<file path="src/rtl/seg7_pkg.sv">
// seg7_pkg: BCD digit width, active-low gfedcba segment codes and the
// nibble-to-segment decoder shared by the counter/display blocks.
package seg7_pkg;

    localparam int DIGIT_W = 4;

    localparam logic [6:0] SEG_0     = 7'b1000000;
    localparam logic [6:0] SEG_1     = 7'b1111001;
    localparam logic [6:0] SEG_2     = 7'b0100100;
    localparam logic [6:0] SEG_3     = 7'b0110000;
    localparam logic [6:0] SEG_4     = 7'b0011001;
    localparam logic [6:0] SEG_5     = 7'b0010010;
    localparam logic [6:0] SEG_6     = 7'b0000010;
    localparam logic [6:0] SEG_7     = 7'b1111000;
    localparam logic [6:0] SEG_8     = 7'b0000000;
    localparam logic [6:0] SEG_9     = 7'b0010000;
    localparam logic [6:0] SEG_BLANK = 7'h7F;

    function automatic logic [6:0] bcd_to_seg(input logic [DIGIT_W-1:0] nibble);
        case (nibble)
            4'd0:    return SEG_0;
            4'd1:    return SEG_1;
            4'd2:    return SEG_2;
            4'd3:    return SEG_3;
            4'd4:    return SEG_4;
            4'd5:    return SEG_5;
            4'd6:    return SEG_6;
            4'd7:    return SEG_7;
            4'd8:    return SEG_8;
            4'd9:    return SEG_9;
            default: return SEG_BLANK;
        endcase
    endfunction

endpackage

</file>
<file path="src/rtl/bcd_updown_counter.sv">
// bcd_updown_counter: N-digit decimal up/down counter with saturating
// synchronous load and a one-cycle wrap pulse on over/underflow.
module bcd_updown_counter
    import seg7_pkg::*;
#(
    parameter int NUM_DIGITS = 4
) (
    input  logic                          clk_in,
    input  logic                          rst_n,
    input  logic                          step,
    input  logic                          up_dn,
    input  logic                          load,
    input  logic [DIGIT_W*NUM_DIGITS-1:0] load_val,
    output logic [DIGIT_W*NUM_DIGITS-1:0] count,
    output logic                          wrap
);

    logic [DIGIT_W*NUM_DIGITS-1:0] next_count;
    logic [DIGIT_W*NUM_DIGITS-1:0] sat_val;
    logic [DIGIT_W-1:0]            d;
    logic [DIGIT_W-1:0]            l;
    logic                          carry;

    // carry doubles as borrow; surviving past the top digit means wrap
    always_comb begin
        next_count = count;
        sat_val    = load_val;
        carry      = 1'b1;
        d          = '0;
        l          = '0;
        for (int i = 0; i < NUM_DIGITS; i++) begin
            d = count[i*DIGIT_W +: DIGIT_W];
            l = load_val[i*DIGIT_W +: DIGIT_W];
            sat_val[i*DIGIT_W +: DIGIT_W] = l > 4'd9 ? 4'd9 : l;
            next_count[i*DIGIT_W +: DIGIT_W] = !carry ? d :
                up_dn ? (d == 4'd9 ? 4'd0 : d + 4'd1) :
                        (d == 4'd0 ? 4'd9 : d - 4'd1);
            carry = carry && (up_dn ? d == 4'd9 : d == 4'd0);
        end
    end

    always_ff @(posedge clk_in or negedge rst_n) begin
        if (!rst_n) begin
            count <= '0;
            wrap  <= 1'b0;
        end else if (load) begin
            count <= sat_val;
            wrap  <= 1'b0;
        end else if (step) begin
            count <= next_count;
            wrap  <= carry;
        end else begin
            wrap  <= 1'b0;
        end
    end

endmodule

</file>
<file path="src/rtl/bcd_counter_7seg_mux.sv">
// bcd_counter_7seg_mux: prescaled N-digit BCD counter driving a multiplexed
// active-low 7-segment display with digit limit and leading-zero blanking.
module bcd_counter_7seg_mux
    import seg7_pkg::*;
#(
    parameter int NUM_DIGITS  = 4,
    parameter int TICK_DIV    = 100_000_000,
    parameter int REFRESH_DIV = 100_000,
    parameter int SELW        = $clog2(NUM_DIGITS + 1)
) (
    input  logic                          clk_in,
    input  logic                          rst_n,
    input  logic                          en,
    input  logic                          up_dn,
    input  logic                          load,
    input  logic [DIGIT_W*NUM_DIGITS-1:0] load_val,
    input  logic [SELW-1:0]               sel_an,
    input  logic                          blank_lz,
    output logic [6:0]                    seg,
    output logic [NUM_DIGITS-1:0]         an,
    output logic [DIGIT_W*NUM_DIGITS-1:0] count,
    output logic                          wrap
);

    localparam int PW = TICK_DIV > 1 ? $clog2(TICK_DIV) : 1;
    localparam int RW = REFRESH_DIV > 1 ? $clog2(REFRESH_DIV) : 1;
    localparam int IW = NUM_DIGITS > 1 ? $clog2(NUM_DIGITS) : 1;

    logic [PW-1:0]         presc;
    logic [RW-1:0]         rcnt;
    logic [IW-1:0]         idx;
    logic                  tick;
    logic                  scan_step;
    logic                  lit;
    logic                  lz;
    int                    k;
    logic [DIGIT_W-1:0]    digit;
    logic [6:0]            seg_d;
    logic [NUM_DIGITS-1:0] an_d;

    assign tick      = presc == PW'(TICK_DIV - 1);
    assign scan_step = rcnt == RW'(REFRESH_DIV - 1);

    bcd_updown_counter #(.NUM_DIGITS(NUM_DIGITS)) u_counter (
        .clk_in   (clk_in),
        .rst_n    (rst_n),
        .step     (tick && en),
        .up_dn    (up_dn),
        .load     (load),
        .load_val (load_val),
        .count    (count),
        .wrap     (wrap)
    );

    always_ff @(posedge clk_in or negedge rst_n) begin
        if (!rst_n) begin
            presc <= '0;
            rcnt  <= '0;
            idx   <= '0;
        end else begin
            presc <= tick ? '0 : presc + 1'b1;
            rcnt  <= scan_step ? '0 : rcnt + 1'b1;
            if (scan_step)
                idx <= idx == IW'(NUM_DIGITS - 1) ? '0 : idx + 1'b1;
        end
    end

    // a digit is a leading zero when it and every lit digit above it are zero
    always_comb begin
        k     = int'(sel_an) > NUM_DIGITS ? NUM_DIGITS : int'(sel_an);
        lit   = int'(idx) < k;
        digit = count[idx*DIGIT_W +: DIGIT_W];
        lz    = blank_lz && idx != '0;
        for (int i = 0; i < NUM_DIGITS; i++)
            if (i >= int'(idx) && i < k && count[i*DIGIT_W +: DIGIT_W] != '0)
                lz = 1'b0;
        seg_d = lit && !lz ? bcd_to_seg(digit) : SEG_BLANK;
        an_d  = lit ? ~(NUM_DIGITS'(1) << idx) : '1;
    end

    always_ff @(posedge clk_in or negedge rst_n) begin
        if (!rst_n) begin
            seg <= SEG_BLANK;
            an  <= '1;
        end else begin
            seg <= seg_d;
            an  <= an_d;
        end
    end

endmodule

</file>
<file path="config.mk">
export PLATFORM = sky130hd
export DESIGN_NAME = bcd_counter_7seg_mux
export DESIGN_NICKNAME = d
export VERILOG_FILES = /design/src/rtl/seg7_pkg.sv /design/src/rtl/bcd_updown_counter.sv /design/src/rtl/bcd_counter_7seg_mux.sv
export SDC_FILE = /design/constraint.sdc
export NUM_CORES = 1
export LEC_CHECK = 0
export CELL_PAD_IN_SITES_DETAIL_PLACEMENT = 1
export CELL_PAD_IN_SITES_GLOBAL_PLACEMENT = 1
export CORE_ASPECT_RATIO = 0.75
export CORE_MARGIN = 2
export CORE_UTILIZATION = 35
export DETAILED_ROUTE_END_ITERATION = 8
export PLACE_DENSITY = 0.8
export SLEW_MARGIN = 20
export SYNTH_ARGS = -nofsm -noshare
export SYNTH_HDL_FRONTEND = slang
export SYNTH_SLANG_ARGS = --single-unit
</file>
<file path="constraint.sdc">
create_clock -name clk_in -period 2.4 [get_ports clk_in]
set_clock_uncertainty 0.1 [all_clocks]
set_input_delay 0.48 -clock clk_in [delete_from_list [all_inputs] [get_ports clk_in]]
set_output_delay 0.48 -clock clk_in [all_outputs]
set_load 0.02 [all_outputs]
</file>
==> flow_summary.ini, run 1 <==
[logic_synthesis]
synth_top_flop_cell = sky130_fd_sc_hd__dfrtp_1
async_flop_share = 1.000
synth_top_area_frac = 0.3558
post_synth_inst_count = 476
ys_top_cells_by_area = sky130_fd_sc_hd__dfrtp_1 36%, sky130_fd_sc_hd__dfstp_2 6.5%, sky130_fd_sc_hd__xnor2_1 5.7%
synth-edff-count = 0
yosysTopAreaCell = sky130_fd_sc_hd__dfrtp_1
synth_warnings = 0
yosys.cell_count.top_type = sky130_fd_sc_hd__dfrtp_1
synth-seq-area-share = 0.4211
synth.lib_cells_used.distinct = 59
syn_nets = 513
synth_area_sq_mm = 0.004430
synth.top_cells.by_count = 63 x sky130_fd_sc_hd__dfrtp_1, 44 x sky130_fd_sc_hd__nor2_1, 36 x sky130_fd_sc_hd__o21ai_0
syn_area_per_cell_sq_um = 9.308
ys_ff_latch = 74

[drt]
detail_route.wirelength_um = 12610
first_pass_iteration_count_of_the_detailed_router = 4
drt_iter0_markers = 193
antenna_left = 0
routed_via_density = 5.472
route.detailed.drc = 0
detailroute.via_count = 3962
route.detailed.wl_per_inst_um = 17.41

[clock_network]
tritoncts = built
cts_buffer_depth = 2
cts-hold-fix-buffers = 0
cts.clk_slew.worst_paths_ns = 0.06
numCtsBuffers = 9
insertion_delay_ns = 0.34
tritoncts_num_sinks = 74
cts-htree-levels = 3
root_buffer = sky130_fd_sc_hd__clkbuf_16

[setup_path]
critical-path-top-delay-family = simple AND/OR/NAND/NOR gates
path_type_of_the_worst_setup_path = reg -> reg
startpoint_type = register
worst_ep_arrival_time_ns = 2.48
worst_ep_required_ns = 2.52
cp-end-kind = register
crit_slowest_cell = sky130_fd_sc_hd__or4b_4
crit_path_max_fanout = 3
largest_stage_delay_worst_path_ns = 0.54
critPathBufInv = 0
crit_path_frequent_cell = sky130_fd_sc_hd__or4b_4
cp_cell_sequence = or4b_4 > or4b_4 > nor4_4 > and3_4 > mux2_4

[grt]
first_global_vias = 4100
grt_antenna_before_repair = 0
grt_first_pass_wirelength_um = 21380
grt_start_max_net_pins = 32
grt_util_all_layers = 0.1994
globalRouteOverflowTotal = 0

[power_and_ir_drop]
power.density_cell_area_mw_per_mm2 = 603.3
internal_power_uw = 2449
ir_worst_vdd_mv = 0.3848
power.sequential.fraction = 0.411
p_leak_uw = 0.002403
power_frac_comb = 0.190
clkPwrFrac = 0.399
net-switching-power_uw = 996.0
sw_frac = 0.2891

[floorplan]
pin_count = 53
die_width_um = 133.9
full_die_area_sq_mm = 0.01358
initial_utilization = 0.3600
height_of_the_die_um = 101.4
design.core.area_sq_mm = 0.01231
floorplan.rows = 35

[min_path]
hp-class = in -> async

[placement]
dp.final_hpwl_um = 9416
numPortBuffers = 52
post_placement_cell_count = 707
gp_congestion = 0.8832
place_worst_setup_slack_ns = -0.3583

[sta]
slew_violations = 0
max_slew.worst_pin.slew_ns = 0.6808
layout_setup_ws_ns = 0.04695
finalHoldViolations = 0
period_needed_ns = 2.353
final_setup_violation_count = 0
finalCritPeriodShare = 0.9804
timing.fmax_mhz = 425.0
setup_repair_after_global_routing_missed_its_margin = no
slew_headroom = 0.5420

[cells_and_area]
post_layout_nonfiller_instances = 724
layout-drive-gt1-share = 0.1703
syn_to_final_growth_pct = 28.89
nets = 590
antennaDiodeCount = 0
fillerInstances = 1401

[run]
drv.max_cap_violation_count = 0

[outcome]
status = finished, final reports clean
## stage by stage
step           utilization  setup TNS, ns  power, uW  hold WS, ns  cell area, sq um
6_report            0.4641              0       3445      0.02834              5710
5_1_grt             0.4641              0       3601      0.05429              5710
4_1_cts             0.4599              0       3472      0.03446              5659
3_5_place_dp        0.4348         -3.759       2082       0.3843              5350
3_3_place_gp        0.4348         -2.365       2055       0.3694              5350
2_1_floorplan            -              0       1765      0.08441              4431
## final cells by class
cell class	instances	area (sq um)	share of cell area
repair buffers	94	843.3	0.1477
clock inverters	7	76.32	0.01337
clock buffers	9	225.2	0.03944
inverters	16	60.06	0.01052
well taps	166	207.7	0.03637
flip-flops and latches	74	1866	0.3267
multi-input cells	358	2432	0.4259
## cells by family (layout without fill, tap and decap cells)
logic type | after synthesis | in the layout | share of synthesized area
flops | 74 | 74 | 0.4211
fa+ha+maj | 12 | 12 | 0.03389
simple gates | 198 | 198 | 0.2432
compound gates | 84 | 84 | 0.1155
xor+xnor | 48 | 48 | 0.09489
mux | 16 | 16 | 0.04999
buf+inv | 44 | 126 | 0.04151
## repair_timing
| action | in CTS | in global routing |
|---|---|---|
| gates resized for setup | 2 | 7 |
| buffers inserted | 0 | 1 |
| setup endpoints to repair | 1 | 18 |
| endpoints found under the hold margin | 0 | 0 |
| pin swaps | 0 | 2 |
## registers in the layout, indices dropped and copies added (netlist names)
signal           flops
rcnt                17
u_counter.count     16
u_counter.wrap       1
seg                  7
an                   4
presc               27
idx                  2
## final timing paths
kind                       startpoint  slack, ns  endpoint  depth (start not counted)
min reg2reg                  presc[0]       0.39  presc[0]                          1
max reg2reg                  rcnt[12]       0.05    idx[1]                          5
max in group asynchronous       rst_n       1.55     an[3]                          2
max                          rcnt[12]       0.05    idx[1]                          5
min                             rst_n       0.03   rcnt[5]                          1
min in group clk_in          presc[0]       0.39  presc[0]                          1
## layout by cell type (no fill, tap or decap), drive strengths merged, types with 18 or more instances in the layout
cell and count:
o21ai 36, dfrtp 63, nand2 33, a21oi 19
nand3 27, buf 43, xor2 19, nor2 44
inv 18, clkdlybuf4s50 51, xnor2 29
## routing by layer
metal	up-vias	global-route usage	wire length [um]
li1	1850	-	-
met1	2021	0.2757	6001
met2	86	0.3262	5990
met3	5	0.04304	559
met4	0	0.03928	53
met5	-	0	0
## power groups by stage
stage	sequential (uW)	combinational, uW	clock (uW)
after floorplan	1440	322	0
after global placement	1430	627	0
after detailed placement	1430	649	0
after CTS	1410	655	1400
after global routing	1420	720	1460
final	1420	653	1380
Note: power is estimated with default switching activity, not from simulation.
==> inputs of run 2 (changes only) <==
--- a/config.mk
+++ b/config.mk
@@ -12,6 +12,8 @@
 export CORE_UTILIZATION = 35
 export DETAILED_ROUTE_END_ITERATION = 8
 export PLACE_DENSITY = 0.8
+export REMOVE_ABC_BUFFERS = 1
+export SKIP_LAST_GASP = 1
 export SLEW_MARGIN = 20
 export SYNTH_ARGS = -nofsm -noshare
 export SYNTH_HDL_FRONTEND = slang
==> run 2 against run 1 <==
Compared with the run above:
- sequential share of layout area fell by 0.19 points
- utilization up 0.26 points
- highest routed layer unchanged
- worst setup slack hardly changed
- clock-buffer cell count rose by 2
- non-clock buffer count down 1
- via count shrank 1.3%
- sequential power about the same
- worst hold slack better by 0.038 ns
==> flow_summary.ini, run 2 (synthesized netlist as in run 1, its figures left out) <==
[power_and_ir_drop]
sw_frac = 0.2758
internal_power_uw = 2543
power_frac_comb = 0.183
p_leak_uw = 0.002423
power.sequential.fraction = 0.406
ir_worst_vdd_mv = 0.4411
net-switching-power_uw = 968.4
fin_total_pwr_uw = 3512
power.density_cell_area_mw_per_mm2 = 611.5
clkPwrFrac = 0.411

[cells_and_area]
final_common_cell = sky130_fd_sc_hd__dfrtp_1
seq_area_sq_mm = 0.001866
combined_area_of_the_multi_input_logic_cells_sq_mm = 0.002434
syn_to_final_growth_pct = 29.62
register_with_the_highest_flop_count = presc
fillerInstances = 1403
largest_reg_flops = 27
reg.largest.list = presc x27, rcnt x17, u_counter.count x16
layout-drive-gt1-share = 0.1670
nets = 589
final_cell_mix = 63 x sky130_fd_sc_hd__dfrtp_1, 50 x sky130_fd_sc_hd__clkdlybuf4s50_1, 44 x sky130_fd_sc_hd__nor2_1
antennaDiodeCount = 0
layout.core_utilization = 0.4667
post_layout_nonfiller_instances = 723

[floorplan]
initial_utilization = 0.3600
design.core.area_sq_mm = 0.01231
die_width_um = 133.9
floorplan.rows = 35
full_die_area_sq_mm = 0.01358
pin_count = 53
height_of_the_die_um = 101.4

[clock_network]
tritoncts_num_sinks = 74
cts_buffer_depth = 2
root_buffer = sky130_fd_sc_hd__clkbuf_16
cts-htree-levels = 3
cts-hold-fix-buffers = 0
insertion_delay_ns = 0.34
cts.clk_slew.worst_paths_ns = 0.06
tritoncts = built
numCtsBuffers = 9

[grt]
first_global_vias = 4213
grt_start_max_net_pins = 75
grt_util_all_layers = 0.1993
globalRouteOverflowTotal = 0
grt_first_pass_wirelength_um = 21180
grt_antenna_before_repair = 0

[outcome]
status = finished, final reports clean

[sta]
finalCritPeriodShare = 0.9803
max_slew.worst_pin.slew_ns = 0.5852
worst_hold_slack_ns = 0.06684
timing.fmax_mhz = 425.0
slew_violations = 0
slew_headroom = 0.6098
setup_repair_after_global_routing_missed_its_margin = yes
period_needed_ns = 2.353
final_setup_violation_count = 0
fin_setup_tns_ns = 0
finalHoldViolations = 0

[setup_path]
worst_ep_required_ns = 2.52
rrSetupSlack_ns = 0.05
worst_ep_arrival_time_ns = 2.48
path_type_of_the_worst_setup_path = reg -> reg
startpoint_type = register
crit_path_max_fanout = 3
cp-end-kind = register
rr_endpoint = idx[1]
ff2ff_path_depth = 5
r2r-start = rcnt[12]

[drt]
route.detailed.wl_per_inst_um = 17.66
detail_route.wirelength_um = 12770
routed_via_density = 5.411
first_pass_iteration_count_of_the_detailed_router = 4
route.detailed.drc = 0
antenna_left = 0
drt_iter0_markers = 225
detailroute.via_count = 3912

[placement]
dp.final_hpwl_um = 9141
post_placement_cell_count = 704
numPortBuffers = 52
gp_congestion = 0.8365

[run]
drv.max_cap_violation_count = 0

[min_path]
hp-class = in -> async
run 2: per-stage QoR:
stage / area [sq um] / setup slack, ns
2_1_floorplan: 4307 / -0.1255
3_3_place_gp: 5340 / -0.3834
3_5_place_dp: 5340 / -0.4566
4_1_cts: 5683 / -0.03324
5_1_grt: 5743 / -0.01347
6_report: 5743 / 0.04726
run 2: layout make-up:
cell class / count / share of cell area
sequential: 74 / 0.3248
tap: 166 / 0.03617
clock buffer: 11 / 0.04052
multi-input combinational: 358 / 0.4237
inverter: 16 / 0.01046
timing repair buffer: 93 / 0.1501
clock inverter: 5 / 0.01416
run 2: layer usage:
| layer | vias up | GRT usage | part of all wire |
|---|---|---|---|
| met3 | 7 | 0.05656 | 0.054 |
| met2 | 81 | 0.3467 | 0.48 |
| li1 | 1840 | - | - |
| met1 | 1984 | 0.2487 | 0.45 |
| met4 | 0 | 0.04501 | 0.0085 |
| met5 | - | 0 | 0 |
run 2: worst max-delay path, cell delays in order, from the launching register on:
cell                      delay, ns
sky130_fd_sc_hd__dfrtp_1       0.38
sky130_fd_sc_hd__or4b_4        0.54
sky130_fd_sc_hd__or4b_4        0.51
sky130_fd_sc_hd__nor4_4        0.14
sky130_fd_sc_hd__and3_4        0.24
sky130_fd_sc_hd__mux2_2        0.33
run 2: worst max-delay path by stage:
stage                          end  slack [ns]               start  cells after the start
2_1_floorplan  u_counter.count[10]       -0.13  u_counter.count[0]                      5
3_3_place_gp   u_counter.count[11]       -0.38               up_dn                      8
3_5_place_dp    u_counter.count[9]       -0.46               up_dn                      8
4_1_cts         u_counter.count[9]       -0.03               up_dn                      8
5_1_grt                     idx[1]       -0.01            rcnt[12]                      5
6_report                    idx[1]        0.05            rcnt[12]                      5
run 2: power by group through the flow:
stage                     clock (uW)  combinational, uW  sequential [uW]
after global routing            1520                699             1440
after detailed placement           0                628             1440
after CTS                       1470                637             1420
after floorplan                    0                244             1490
after global placement             0                600             1440
final                           1440                642             1430
run 2: repair_timing:
item / CTS / global route
pin swaps: 1 / 5
endpoints found under the setup margin: 9 / 17
cloned: 0 / 0
resized for setup: 6 / 9
buffers inserted: 0 / 3
==> inputs of run 3 (changes only) <==
--- a/config.mk
+++ b/config.mk
@@ -17,4 +17,5 @@
 export SLEW_MARGIN = 20
 export SYNTH_ARGS = -nofsm -noshare
 export SYNTH_HDL_FRONTEND = slang
+export SYNTH_HIERARCHICAL = 1
 export SYNTH_SLANG_ARGS = --single-unit
==> run 3 against run 2 <==
Compared with the run above:
- the flow now finishes with violations (setup timing)
- non-clock buffer count increased by 24
- register-to-register slack got worse by 0.59 ns
- fmax decreased by 20%
- routed wire length increased by 2.2%
- utilization increased by 1.5 points
- critical path depth increased by 6
- via count increased by 3.1%
- sequential cell count unchanged
- first-iteration DRC count decreased by 11%
- clock power decreased by 3%
- final cell count increased by 3.5%
==> flow_summary.ini, run 3 <==
[cells_and_area]
post_layout_nonfiller_instances = 748
layout-drive-gt1-share = 0.2027
final_common_cell = sky130_fd_sc_hd__dfrtp_1
register_with_the_highest_flop_count = presc
largest_reg_flops = 27
reg.largest.list = presc x27, rcnt x17, u_counter/count x16
final_cell_mix = 63 x sky130_fd_sc_hd__dfrtp_1, 59 x sky130_fd_sc_hd__buf_4, 51 x sky130_fd_sc_hd__clkdlybuf4s50_1
syn_to_final_growth_pct = 33.91
antennaDiodeCount = 0
layout.core_utilization = 0.4822
nets = 615

[clock_network]
tritoncts_num_sinks = 74
cts-htree-levels = 3
tritoncts = built
root_buffer = sky130_fd_sc_hd__clkbuf_16
insertion_delay_ns = 0.35
cts.clk_slew.worst_paths_ns = 0.07
numCtsBuffers = 9
cts_buffer_depth = 2

[logic_synthesis]
synth_top_area_frac = 0.3545
synth.lib_cells_used.distinct = 67
yosys.cell_count.top_type = sky130_fd_sc_hd__dfrtp_1
syn_area_per_cell_sq_um = 9.381
async_flop_share = 1.000
yosysTopAreaCell = sky130_fd_sc_hd__dfrtp_1
synth-edff-count = 0
synth.top_cells.by_count = 63 x sky130_fd_sc_hd__dfrtp_1, 47 x sky130_fd_sc_hd__nor2_1, 33 x sky130_fd_sc_hd__nand2_1
synth_top_flop_cell = sky130_fd_sc_hd__dfrtp_1
ys_top_cells_by_area = sky130_fd_sc_hd__dfrtp_1 35%, sky130_fd_sc_hd__dfstp_2 6.5%, sky130_fd_sc_hd__xor2_1 5.1%
post_synth_inst_count = 474
synth_area_sq_mm = 0.004447
synth_warnings = 6
ys_ff_latch = 74
synth-seq-area-share = 0.4195

[sta]
layout_setup_ws_ns = -0.5438
setup_repair_after_global_routing_missed_its_margin = yes
final_setup_violation_count = 13
max_slew.worst_pin.slew_ns = 0.6146
finalCritPeriodShare = 1.227
finalHoldViolations = 0
timing.fmax_mhz = 339.7
slew_headroom = 0.5865
slew_violations = 0
fin_setup_tns_ns = -6.157
period_needed_ns = 2.944

[drt]
drt_iter0_markers = 200
routed_via_density = 5.393
detailroute.via_count = 4034
detail_route.wirelength_um = 13050
antenna_left = 0
first_pass_iteration_count_of_the_detailed_router = 5
route.detailed.wl_per_inst_um = 17.44
route.detailed.drc = 0

[grt]
grt_antenna_before_repair = 0
grt_start_max_net_pins = 49
first_global_vias = 4356
grt_util_all_layers = 0.2032
grt_first_pass_wirelength_um = 21900
globalRouteOverflowTotal = 0

[floorplan]
pin_count = 53
full_die_area_sq_mm = 0.01363
floorplan.rows = 35
initial_utilization = 0.3601
die_width_um = 134.2
height_of_the_die_um = 101.6
design.core.area_sq_mm = 0.01235

[setup_path]
worst_ep_required_ns = 2.53
path_type_of_the_worst_setup_path = reg -> reg
worst_ep_arrival_time_ns = 3.07
rr_endpoint = u_counter/count[12]
crit_path_max_fanout = 4
cp-end-kind = register
startpoint_type = register
cp_cell_sequence = or4_4 > nor2_1 > nand4bb_1 > nor2_4 > and2_4 > or3b_4 > a21oi_4 > and4b_2 > buf_4 > xnor2_1 > o21ai_1
r2r-start = presc[19]
rrSetupSlack_ns = -0.54
ff2ff_path_depth = 11
crit_slowest_cell = sky130_fd_sc_hd__or4_4
largest_stage_delay_worst_path_ns = 0.53

[outcome]
violated_checks = setup timing
status = complete, but fails checks

[min_path]
hold_path_end = rcnt[8]
worstHoldPathCells = 1
hp-class = reg -> reg
min-delay-start = rcnt[8]

[power_and_ir_drop]
ir_worst_vdd_mv = 0.4055
clkPwrFrac = 0.420
power.sequential.fraction = 0.420
internal_power_uw = 2364
p_leak_uw = 0.002529
net-switching-power_uw = 933.3
power.density_cell_area_mw_per_mm2 = 553.8
fin_total_pwr_uw = 3298
sw_frac = 0.2830
power_frac_comb = 0.160

[run]
drv.max_cap_violation_count = 0

[placement]
dp.final_hpwl_um = 9240
post_placement_cell_count = 720
gp_congestion = 0.8836
numPortBuffers = 52
-- run 3: changes by cell type after synthesis, moves of 4 or more --
| cell | previous run | this run |
|---|---|---|
| sky130_fd_sc_hd__o21bai_1 | 0 | 4 |
| sky130_fd_sc_hd__buf_2 | 3 | 8 |
| sky130_fd_sc_hd__nand2b_1 | 5 | 11 |
| sky130_fd_sc_hd__or3_1 | 7 | 3 |
| sky130_fd_sc_hd__o21ai_1 | 0 | 14 |
| sky130_fd_sc_hd__o21ai_0 | 36 | 21 |
| sky130_fd_sc_hd__xor2_1 | 19 | 26 |
| sky130_fd_sc_hd__nor4b_1 | 0 | 4 |
| sky130_fd_sc_hd__xnor2_1 | 29 | 21 |
| sky130_fd_sc_hd__inv_1 | 16 | 12 |
| sky130_fd_sc_hd__clkbuf_1 | 22 | 14 |
-- run 3: per-stage QoR --
stage	instance area, sq um	setup WS, ns	hold slack (ns)
after global routing	5954	-0.6700	0.4124
after CTS	5887	-0.4904	0.3964
after floorplan	4332	-0.8526	0.08441
after global placement	5480	-0.5053	0.3252
final	5954	-0.5438	0.3894
after detailed placement	5480	-0.6048	0.3371
-- run 3: cells by family (layout without fill, tap and decap cells) --
group,count (synthesis),after routing,share of synthesized area
multiplexers,14,14,0.04361
buffers and inverters,37,145,0.03601
adder cells (fa/ha/maj),13,13,0.03658
flip-flops,74,74,0.4195
XOR/XNOR,47,47,0.09257
AO/OA/AOI/OAI,86,86,0.1202
AND/OR/NAND/NOR,203,203,0.2516
-- run 3: power groups by stage --
| stage | combinational [uW] | sequential (uW) | clock [uW] |
|---|---|---|---|
| after floorplan | 183 | 1450 | 0 |
| after global placement | 492 | 1400 | 0 |
| after detailed placement | 514 | 1400 | 0 |
| after CTS | 524 | 1380 | 1410 |
| after global routing | 573 | 1390 | 1470 |
| final | 527 | 1390 | 1390 |
-- run 3: routing by layer --
layer / track usage / part of all wire
met2: 0.3558 / 0.49
met5: 0 / 0
met1: 0.2636 / 0.46
met3: 0.03954 / 0.039
met4: 0.04615 / 0.010
-- run 3: layout make-up --
class / count / area [sq um]
sequential: 74 / 1866
inverter: 12 / 45.04
clock buffer: 9 / 225.2
multi-input combinational: 363 / 2476
timing repair buffer: 117 / 1057
clock inverter: 7 / 77.57
fill: 1413 / 6395
tap: 166 / 207.7
-- run 3: how the worst max path moves through the flow --
stage               startpoint                  end  slack, ns  cells after the start
global placement     presc[19]  u_counter/count[13]      -0.51                     10
finish               presc[19]  u_counter/count[12]      -0.54                     11
global route         presc[19]  u_counter/count[14]      -0.67                     10
floorplan             presc[9]  u_counter/count[13]      -0.85                     10
detailed placement   presc[19]  u_counter/count[14]      -0.60                     10
CTS                  presc[19]  u_counter/count[14]      -0.49                     10
-- run 3: timing repair --
item | CTS | global route
hold buffers | 1 | 0
endpoints found under the setup margin | 13 | 16
gates resized for setup | 10 | 6
pin swaps | 6 | 7
hold endpoints to repair | 26 | 0
buffers inserted | 5 | 7
-- run 3: worst max-delay path, delay by kind of cell (launching register included) --
kind / cells / cell delay, ns
and+or+nand+nor: 7 / 1.89
AOI/OAI and AO/OA: 2 / 0.21
xor gates and xnor gates: 1 / 0.11
buffers and inverters: 1 / 0.14
DFF: 1 / 0.38
